`config.mk`:
```
export PLATFORM = sky130hd
export DESIGN_NAME = game_status_ctrl
export DESIGN_NICKNAME = d
export VERILOG_FILES = /design/src/rtl/game_status_ctrl.sv
export SDC_FILE = /design/constraint.sdc
export NUM_CORES = 1
export LEC_CHECK = 0
export BUFFER_PORTS_ARGS = -buffer_cell sky130_fd_sc_hd__buf_2
export CAP_MARGIN = 5
export CORE_MARGIN = 10
export CORE_UTILIZATION = 54
export DETAILED_ROUTE_END_ITERATION = 10
export PLACE_DENSITY = 0.85
export SYNTH_ARGS = -nofsm -noshare
export SYNTH_HDL_FRONTEND = slang
export SYNTH_SLANG_ARGS = --single-unit
```
`constraint.sdc`:
```
create_clock -name Clk_50mhz -period 1.9 [get_ports Clk_50mhz]
set_input_delay 0 -clock Clk_50mhz [delete_from_list [all_inputs] [get_ports Clk_50mhz]]
set_output_delay 0 -clock Clk_50mhz [all_outputs]
set_load 0.05 [all_outputs]
```
`src/rtl/game_status_ctrl.sv`:
```
// game_status_ctrl: top-level sequencer for the snake game.
// Runs START -> PLAY -> DIE (flashing) -> END -> START, drives Game_status and
// Flash_sig into the snake controller, and keeps a 2-digit BCD score.
// Game_status is the FSM state register itself. It doubles as the state
// observation point for checkers.
`timescale 1ns/1ps
module game_status_ctrl #(
  parameter int FLASH_HALF    = 12_500_000,  // cycles per Flash_sig half-period
  parameter int FLASH_TOGGLES = 8,           // half-periods spent in DIE (even, >= 2)
  parameter int END_HOLD      = 100_000_000  // cycles spent in END
) (
  input  logic       Clk_50mhz,
  input  logic       Rst_n,
  input  logic       Key_left,
  input  logic       Key_right,
  input  logic       Key_up,
  input  logic       Key_down,
  input  logic       Hit_wall_sig,
  input  logic       Hit_body_sig,
  input  logic       Body_add_sig,
  output logic [2:0] Game_status,
  output logic       Flash_sig,
  output logic [7:0] Score_bcd
);

  // Counter widths follow each parameter. A width of at least one bit is kept
  // so that a parameter of 1 still gives a legal vector.
  localparam int HALF_W = (FLASH_HALF    > 1) ? $clog2(FLASH_HALF)    : 1;
  localparam int TOG_W  = (FLASH_TOGGLES > 1) ? $clog2(FLASH_TOGGLES) : 1;
  localparam int HOLD_W = (END_HOLD      > 1) ? $clog2(END_HOLD)      : 1;

  localparam logic [HALF_W-1:0] HALF_LAST = HALF_W'(FLASH_HALF - 1);
  localparam logic [TOG_W-1:0]  TOG_LAST  = TOG_W'(FLASH_TOGGLES - 1);
  localparam logic [HOLD_W-1:0] HOLD_LAST = HOLD_W'(END_HOLD - 1);

  // State codes equal the Game_status encoding, so the output is the register.
  typedef enum logic [2:0] {
    ST_START = 3'b001,
    ST_PLAY  = 3'b010,
    ST_DIE   = 3'b011,
    ST_END   = 3'b100
  } state_t;

  state_t             state, state_nx;
  logic               flash, flash_nx;
  logic [7:0]         score, score_nx;
  logic [HALF_W-1:0]  half_cnt, half_cnt_nx;
  logic [TOG_W-1:0]   tog_cnt, tog_cnt_nx;
  logic [HOLD_W-1:0]  hold_cnt, hold_cnt_nx;
  logic [3:0]         key_prev;
  logic               body_prev;

  logic [3:0]         keys;
  logic               key_any_rise;
  logic               body_rise;
  logic               hit;

  assign keys         = {Key_left, Key_right, Key_up, Key_down};
  assign key_any_rise = |(keys & ~key_prev);
  assign body_rise    = Body_add_sig & ~body_prev;
  assign hit          = Hit_wall_sig | Hit_body_sig;

  assign Game_status  = state;
  assign Flash_sig    = flash;
  assign Score_bcd    = score;

  // Two-digit BCD increment. 99 wraps to 00.
  function automatic logic [7:0] bcd_inc(input logic [7:0] v);
    logic [3:0] tens;
    logic [3:0] units;
    tens  = v[7:4];
    units = v[3:0];
    if (units == 4'd9) begin
      units = 4'd0;
      tens  = (tens == 4'd9) ? 4'd0 : tens + 4'd1;
    end else begin
      units = units + 4'd1;
    end
    return {tens, units};
  endfunction

  // Edge-detect history. Keys reset high so a key held through reset cannot
  // start a game, and Body_add resets high for the same reason.
  always_ff @(posedge Clk_50mhz or negedge Rst_n) begin
    if (!Rst_n) begin
      key_prev  <= 4'b1111;
      body_prev <= 1'b1;
    end else begin
      key_prev  <= keys;
      body_prev <= Body_add_sig;
    end
  end

  // State, flash, score and counter registers.
  always_ff @(posedge Clk_50mhz or negedge Rst_n) begin
    if (!Rst_n) begin
      state    <= ST_START;
      flash    <= 1'b0;
      score    <= 8'h00;
      half_cnt <= '0;
      tog_cnt  <= '0;
      hold_cnt <= '0;
    end else begin
      state    <= state_nx;
      flash    <= flash_nx;
      score    <= score_nx;
      half_cnt <= half_cnt_nx;
      tog_cnt  <= tog_cnt_nx;
      hold_cnt <= hold_cnt_nx;
    end
  end

  // Next-state logic. Every counter defaults to zero, so a counter only holds
  // a non-zero value while its own state is active.
  always_comb begin
    state_nx    = state;
    flash_nx    = 1'b0;
    score_nx    = score;
    half_cnt_nx = '0;
    tog_cnt_nx  = '0;
    hold_cnt_nx = '0;

    case (state)
      ST_START: begin
        if (key_any_rise) begin
          state_nx = ST_PLAY;
          score_nx = 8'h00;
        end
      end

      ST_PLAY: begin
        // An apple eaten in the same cycle as a hit still scores.
        if (body_rise) begin
          score_nx = bcd_inc(score);
        end
        if (hit) begin
          state_nx = ST_DIE;
          flash_nx = 1'b1;
        end
      end

      ST_DIE: begin
        flash_nx   = flash;
        tog_cnt_nx = tog_cnt;
        if (half_cnt == HALF_LAST) begin
          half_cnt_nx = '0;
          if (tog_cnt == TOG_LAST) begin
            // The last half-period has ended. Stop blinking and move to END.
            state_nx   = ST_END;
            flash_nx   = 1'b0;
            tog_cnt_nx = '0;
          end else begin
            tog_cnt_nx = tog_cnt + 1'b1;
            flash_nx   = ~flash;
          end
        end else begin
          half_cnt_nx = half_cnt + 1'b1;
        end
      end

      ST_END: begin
        if (hold_cnt == HOLD_LAST) begin
          state_nx = ST_START;
        end else begin
          hold_cnt_nx = hold_cnt + 1'b1;
        end
      end

      default: begin
        // Unreachable encodings fall back to START with everything idle.
        state_nx = ST_START;
      end
    endcase
  end

endmodule

```
Word level (Yosys, flattened, before mapping)
Cells that the tools add are included.
{ "word_totals": {"ff_bits": 71, "latch_bits": 0, "ram_bits": 0, "mem_bits_ro": 0, "input_bits": 9, "out_inout_bits": 12, "word_cells": 64, "n_memories": 0} }
{ "classes": {"n_addsub": 5, "multipliers": 0, "div": 0, "magnitude_cmp": 0, "eq_ne": 16, "n_shift": 0, "mux": 23, "n_bitwise": 6, "n_reduce_logical": 5} }
{ "op_table": {"columns": ["operator", "count"], "rows": [
  ["27-bit two-way mux", 2],
  ["24-bit two-way mux", 2],
  ["27-bit by 1-bit adder with 27-bit output, second input constant", 1],
  ["27-bit equality test, second input constant", 1],
  ["24-bit by 1-bit adder with 24-bit output, second input constant", 1],
  ["24-bit equality test, second input constant", 1],
  ["3-bit two-way mux", 8],
  ["8-bit two-way mux", 2],
  ["8-bit case mux with 2 select lines", 1],
  ["2-bit != test, second input constant", 7],
  ["4-bit two-way mux", 3],
  ["3-bit case mux with 4 select lines", 1],
  ["4-bit by 1-bit adder with 4-bit output, second input constant", 2],
  ["4-bit equality test, second input constant", 2],
  ["3-bit by 2-bit equality test with 1-bit output, second input constant", 2],
  ["3-bit equality test, second input constant", 2],
  ["5-bit AND reduction", 1],
  ["4-bit bitwise AND", 1],
  ["4-bit NOT", 1],
  ["4-bit AND reduction", 1],
  ["4-bit OR reduction", 1],
  ["3-bit by 1-bit adder with 3-bit output, second input constant", 1],
  ["3-bit by 1-bit equality test with 1-bit output, second input constant", 1],
  ["1-bit two-way mux", 3],
  ["other kinds (6)", 7]
]} }

Longest topological paths before layout
Gate-level depths: netlist of the first run.
{ "logic_depth": {"depth_word": 5, "ltp_mapped": 7, "depth_no_buf": 7} }

Least setup slack after synthesis of the first run
Ideal clock, no wire load.
{ "synth_path": {"path_kind": "flip-flop to flip-flop", "from": "register state[1] (netlist: Game_status[1])", "to": "register score[7] (netlist: Score_bcd[7])", "setup_time_ns": 0.069, "arrival_ns": 2.188, "required_ns": 1.831, "path_slack_ns": -0.357, "path_stages_with_launch": 7, "path_buffers": 1, "synth_period_minus_slack_ns": 2.257, "cell_sequence": "dfrtp_1 > or3b_2 > clkbuf_1 > nor3b_2 > a22oi_1 > or4_1 > nand3_1"} }
{ "synth_via": {"elab_chain_cells": 3, "elab_cells_between_ends": 8, "cone_classes": "5 x eq/ne; 1 x mux; 2 x reduce/logical"} }
{ "synth_lines": {"columns": ["item", "line_no", "rtl"], "rows": [
  ["start: declaration", "44", "state_t state, state_nx;"],
  ["start signal: assignment", "104", "state <= state_nx;"],
  ["3-bit by 2-bit equality test with 1-bit output / 3-bit by 1-bit equality test with 1-bit output (equally long branches)", "123", "case (state)"],
  ["2-bit != test (no line) / 2-bit nonzero test (equally long branches)", null, null],
  ["4-bit AND reduction (no line)", null, null],
  ["end signal: assignment", "106", "score <= score_nx;"],
  ["end: declaration", "46", "logic [7:0] score, score_nx;"]
]} }
Parallel ways exist; a longest one is shown, timed or not.
A chain may end at the register's enable or synchronous reset.

Final worst setup path of the first run
{ "layout_path": {"from": "register hold_cnt[11]", "to": "register hold_cnt[5]"} }
{ "layout_via": {"elab_chain_cells": 3} }
{ "layout_lines": {"columns": ["item", "line_no", "rtl"], "rows": [
  ["start: declaration", "49", "logic [HOLD_W-1:0] hold_cnt, hold_cnt_nx;"],
  ["start signal: assignment", "109", "hold_cnt <= hold_cnt_nx;"],
  ["27-bit equality test", "162", "if (hold_cnt == HOLD_LAST) begin"],
  ["27-bit two-way mux", "162", null],
  ["27-bit two-way mux", "123", null],
  ["named net hold_cnt_nx[5]", "49", null]
]} }
The timed path passes the listed nets, and every way through them passes these cells.

==> results of run 1 <==
per-stage QoR:
step                      area, um^2  setup TNS, ns  utilization (%)  hold WS (ns)  power [mW]
final                           4360          -5.15             69.0         0.130        2.64
after global routing            4360          -8.28             69.0         0.209        2.73
after CTS                       4240          -3.45             67.1         0.140        2.66
after detailed placement        3990          -4.14             63.1       0.00231        1.62
after global placement          3990          -1.82             63.1       0.00209        1.62
after floorplan                 3590          -2.85                -        -0.296        1.57
routing by layer:
metal / up-vias / GRT usage, % / part of all wire [%]
li1: 1372 / - / -
met1: 1388 / 18.9 / 42
met2: 53 / 27.4 / 51
met3: 12 / 4.66 / 4.3
met4: 0 / 6.85 / 2.1
met5: - / 0 / 0
worst max-delay path: cells and delay by family, from the launching register on:
family          cells  cell delay [ns]
simple gates        3             1.17
flops               1             0.37
compound gates      1             0.20
buf+inv             1             0.18
layout by cell type (no fill, tap or decap), drive strengths merged, types with 5 or more instances in the layout:
| master | Yosys | layout |
|---|---|---|
| and3 | 7 | 7 |
| dfrtp | 65 | 65 |
| nand4 | 15 | 15 |
| inv | 13 | 13 |
| nand3 | 28 | 28 |
| and4 | 5 | 5 |
| nor2 | 65 | 65 |
| buf | 5 | 62 |
| o21ai | 13 | 13 |
| nand2b | 9 | 9 |
| xnor2 | 13 | 13 |
| dfstp | 6 | 6 |
| dlygate4sd3 | 0 | 6 |
| xor2 | 30 | 30 |
| clkbuf | 2 | 14 |
| nand2 | 21 | 21 |
| nor3 | 7 | 7 |
| ha | 8 | 8 |
| mux2i | 5 | 5 |
registers in the layout, summed over array words and instances (netlist names):
signal,cells
Game_status,3
body_prev,1
half_cnt,24
tog_cnt,3
key_prev,4
hold_cnt,27
Score_bcd,8
Flash_sig,1
area by class of cell:
class	instances	area [um^2]	share of cell area, %
clock buffers	14	153	3.50
inverters	13	48.8	1.12
multi-input cells	266	1760	40.3
flip-flops and latches	71	1790	41.0
well taps	77	96.3	2.21
clock inverters	2	10.0	0.230
repair buffers	68	508	11.7
how the worst min path moves through the flow:
stage | from | to | depth (start not counted)
after floorplan | Rst_n | Flash_sig | 0
after global placement | Rst_n | half_cnt[11] | 1
after detailed placement | Rst_n | half_cnt[15] | 1
after CTS | Hit_wall_sig | Flash_sig | 3
after global routing | Hit_wall_sig | Flash_sig | 3
final | Hit_wall_sig | Flash_sig | 3
timing repair:
item,CTS,global route
setup buffers,1,8
setup endpoints to repair,53,56
gates resized for setup,4,16
gates cloned,1,2
hold buffers,6,0
pin swaps,5,5
hold endpoints to repair,26,0
where the power goes:
| part | total [mW] | switching (mW) | internal (mW) |
|---|---|---|---|
| clock network | 1.04 | 0.536 | 0.507 |
| logic | 0.0751 | 0.0474 | 0.0277 |
| registers | 1.52 | 0.00294 | 1.52 |
| total | 2.64 | 0.587 | 2.06 |
cell families after synthesis:
family / Yosys count / share of synthesized area (%)
adder cells (fa/ha/maj): 8 / 2.86
flip-flops: 71 / 51.0
multiplexers: 5 / 1.43
XOR/XNOR: 43 / 10.8
AND/OR/NAND/NOR: 178 / 26.2
AO/OA/AOI/OAI: 29 / 5.40
buffers and inverters: 20 / 2.33
==> impl_metrics.csv, run 1 <==
group,metric,value,unit
routing,vias,2825,
yosys,synth_top_area_cell,"dfrtp_1",
timing,drv_slew,0,
cts,root_buffer,"clkbuf_8",
critical_path,startpoint,"hold_cnt[11]",
global_routing,grt_overflow_total,0,
yosys,synthTopCellsByArea,"dfrtp_1, xor2_1, nor2_1",
timing,tightestPinTransition,0.529,ns
timing,rsz0062_at_grt,"yes",
yosys,syn_inst,354,
routing,dr.pass1.iters,4,
job,drv_cap,0,
critical_path,cp-start-kind,"flip-flop",
layout,final_cells,511,
yosys,synth_edf_count,0,
critical_path,crit_chain,"or4_1, or4_4, o21ai_4, buf_12, nor2_1",
timing,min_period,2.07,ns
cts,cts_made_buffers,9,
timing,fin_skew,0.0107,ns
timing,finalSetupViolCount,52,
routing,vias_per_cell,5.53,
floorplanning,core,6310,um^2
routing,wl_per_cell,15.8,um
floorplanning,io_pins,21,
critical_path,cp-end-kind,"flip-flop",
run_status,violations,"setup timing",
power_and_ir_drop,ir_worst_vdd,627,uV
power_and_ir_drop,power_density,607,nW/um^2
layout,n_fill_cell,453,
floorplanning,dieArea,10100,um^2
yosys,ys_warn_count,0,
floorplanning,dieHeight,100,um
layout,synthToLayoutAreaGrowth,24.6,%
cts,cts_tree,"done",
global_routing,grt_pass1_vias,2982,
yosys,netlist_top_cells_count,"dfrtp_1, nor2_1, xor2_1",
cts,cts_buffer_depth,2,
yosys,synth_area,3500,um^2
critical_path,crit_path_max_incr_delay,0.58,ns
yosys,synth_seq_cells,71,
routing,drc,0,
critical_path,ff2ff_path_depth,5,
global_routing,grt_pass1_wl,13600,um
routing,ant_nets,0,
yosys,yosys.area.top_type_share,46.5,%
critical_path,cp.arrival,2.30,ns
placed_design,dp_hpwl,5270,um
layout,nets,446,
run_status,status,"finished with violations",
placed_design,dp_cells,477,
routing,drt_iter0_drc,131,
min_path,hold_class,"input pin to flip-flop",
timing,hold_viol_final,0,
floorplanning,die_w,100,um
critical_path,endpoint,"hold_cnt[5]",
timing,fmax,0.483,GHz
critical_path,reg2reg_slack,-0.17,ns
routing,routed_wl,8090,um
critical_path,required,2.13,ns
timing,worst_slack,-0.172,ns
floorplanning,rows,29,
cts,cts.sinks,71,
global_routing,antenna_found_initial,0,
cts,worstSkewPairLatency,0.36,ns
timing,period_share,109,%
cts,clk_pin_slew,0.07,ns
power_and_ir_drop,cellLeakagePower,1.97,nW
floorplanning,start_util,55.4,%
cts,h-tree-depth,3,
critical_path,critical_path_class,"flip-flop to flip-flop",
yosys,syn_nets,371,
yosys,ys.flop_type,"dfrtp_1",
critical_path,reg2reg_to,"hold_cnt[5]",
layout,diodes,0,
yosys,yosysUniqueCellTypes,43,
global_routing,grt_usage,16.3,%
yosys,ys_seq_area_share,51.0,%
critical_path,cp_max_fo,22,
placed_design,gp_congestion,0.845,
timing,slew_headroom,64.7,%
layout,layout-drive-gt1-share,25.6,%
placed_design,pre_cts_ws,-0.142,ns
yosys,avgSynthCellArea,9.88,um^2
global_routing,grt_start_max_net_pins,33,
placed_design,numPortBuffers,20,
critical_path,timing.rr.start,"hold_cnt[11]",
critical_path,crit_slowest_cell,"or4_4",
yosys,async_flop_share,100,%
Note: power is estimated with default switching activity, not from simulation.
==> run 2: changes to the inputs <==
CORE_MARGIN = 2   (was 10)
==> run 2 against run 1 <==
  * The run still ends with setup timing left
  * Power up 3.4%
  * Register-to-register slack improved by 0.02 ns
  * Non-clock buffer count down 5
  * Largest power group unchanged
  * Final area down 0.17%
  * Die area is 29% lower
  * Worst hold slack better by 0.046 ns
==> impl_metrics.csv, run 2 (same netlist as run 1, synthesis figures left out) <==
group,metric,value,unit
job,drv_cap,0,
layout,nets,439,
global_routing,grt_pass1_wl,12700,um
critical_path,crit_chain,"or4_1, or4_4, o21ai_4, clkbuf_16, nor2_1",
routing,wl_per_cell,14.9,um
floorplanning,start_util,55.4,%
global_routing,grt_pass1_vias,2853,
routing,drt_iter0_drc,147,
timing,rsz0062_at_grt,"yes",
timing,hold_viol_final,0,
cts,clk_pin_slew,0.08,ns
routing,dr.pass1.iters,4,
min_path,hold_start,"Hit_wall_sig",
timing,fin_skew,0.0104,ns
global_routing,grt_start_max_net_pins,72,
layout,final_cells,504,
layout,layout-drive-gt1-share,23.9,%
placed_design,dp_cells,474,
timing,fmax,0.488,GHz
critical_path,worst-path-buf-inv,1,
floorplanning,dieHeight,84.5,um
routing,ant_nets,0,
cts,root_buffer,"clkbuf_8",
placed_design,gp_congestion,0.807,
timing,finalSetupViolCount,41,
cts,cts.sinks,71,
min_path,min_path_cells,3,
layout,largest_reg_flops,27,
global_routing,antenna_found_initial,0,
critical_path,reg2reg_slack,-0.15,ns
global_routing,grt_overflow_total,0,
critical_path,critical_path_class,"flip-flop to flip-flop",
critical_path,cp_max_fo,6,
power_and_ir_drop,power_density,628,nW/um^2
layout,n_fill_cell,469,
critical_path,reg2reg_to,"hold_cnt[14]",
timing,fin_hold_ws,0.175,ns
critical_path,cp.arrival,2.28,ns
floorplanning,die_w,84.5,um
floorplanning,io_pins,21,
floorplanning,core,6310,um^2
timing,tns,-4.77,ns
critical_path,crit_path_max_incr_delay,0.55,ns
routing,vias_per_cell,5.59,
floorplanning,rows,29,
timing,tightestPinTransition,0.475,ns
placed_design,numPortBuffers,20,
run_status,violations,"setup timing",
critical_path,required,2.13,ns
timing,drv_slew,0,
critical_path,cp-end-kind,"flip-flop",
placed_design,pre_cts_ws,-0.0968,ns
layout,final_common_cell,"dfrtp_1",
layout,fin_util,68.9,%
critical_path,cp-start-kind,"flip-flop",
placed_design,postPlaceCellArea,3960,um^2
min_path,hold_class,"input pin to flip-flop",
cts,worstSkewPairLatency,0.35,ns
cts,cts_buffer_depth,2,
global_routing,grt_usage,22.4,%
timing,slew_headroom,68.1,%
placed_design,dp_hpwl,4830,um
routing,vias,2819,
timing,worst_slack,-0.151,ns
critical_path,timing.rr.start,"hold_cnt[11]",
layout,synthToLayoutAreaGrowth,24.4,%
timing,period_share,108,%
cts,cts_made_buffers,9,
layout,layout_common_cells,"dfrtp_1, nor2_1, xor2_1, buf_4, nand3_1",
critical_path,ff2ff_path_depth,5,
layout,diodes,0,
routing,routed_wl,7530,um
power_and_ir_drop,ir_worst_vdd,578,uV
power_and_ir_drop,power,2.73,mW
cts,cts_tree,"done",
critical_path,crit_slowest_cell,"or4_4",
floorplanning,dieArea,7140,um^2
layout,regMostFlops,"hold_cnt",
power_and_ir_drop,cellLeakagePower,1.96,nW
min_path,holdPathEnd,"Flash_sig",
run_status,status,"finished with violations",
cts,h-tree-depth,3,
routing,drc,0,
critical_path,cp_top_family,"simple AND/OR/NAND/NOR gates",
layout,final_area,4350,um^2
timing,min_period,2.05,ns
-- run 2: changes by cell type in the layout (fill, tap and decap cells not counted), sizes merged --
cell and change:
or2 -2, buf -6, clkinvlp +1
-- run 2: what timing repair did --
item / in CTS / in global routing
setup buffers: 1 / 4
hold buffers: 6 / 0
resized for setup: 5 / 13
endpoints found under the setup margin: 51 / 55
gates cloned: 1 / 2
hold endpoints to repair: 76 / 0
pin swaps: 3 / 8
-- run 2: layout make-up --
cell class                 count  area, um^2  share of cell area, %
sequential                    71        1790                   41.1
inverter                      13        48.8                   1.12
tap                           77        96.3                   2.21
clock buffer                  13         169                   3.88
multi-input combinational    264        1740                   39.9
timing repair buffer          63         495                   11.4
clock inverter                 3        17.5                  0.403
-- run 2: tightest hold or removal path, cell delays in order --
cell       delay (ns)
buf_2            0.07
nor3_1           0.06
a2111oi_2        0.32
-- run 2: how the worst max path moves through the flow --
| stage | from | end | slack (ns) | cells after the start |
|---|---|---|---|---|
| floorplan | Game_status[0] | Score_bcd[7] | -0.18 | 7 |
| global placement | hold_cnt[11] | hold_cnt[3] | -0.08 | 5 |
| detailed placement | hold_cnt[11] | hold_cnt[3] | -0.1 | 5 |
| CTS | hold_cnt[11] | hold_cnt[3] | -0.11 | 5 |
| global route | hold_cnt[19] | Game_status[2] | -0.21 | 6 |
| finish | hold_cnt[11] | hold_cnt[14] | -0.15 | 5 |
-- run 2: routing by layer --
layer / GRT usage, % / vias up / wire (um)
met5: 0 / - / 0
met4: 10.7 / 0 / 181
met3: 5.01 / 12 / 245
met2: 36.9 / 49 / 3840
met1: 28.3 / 1395 / 3260
li1: - / 1363 / -
-- run 2: power breakdown --
part	leakage, nW	internal, mW	switching, mW	total [mW]
logic	0.922	0.0252	0.0453	0.0704
registers	0.942	1.52	0.00303	1.52
clock network	0.0954	0.578	0.561	1.14
total	1.96	2.12	0.609	2.73
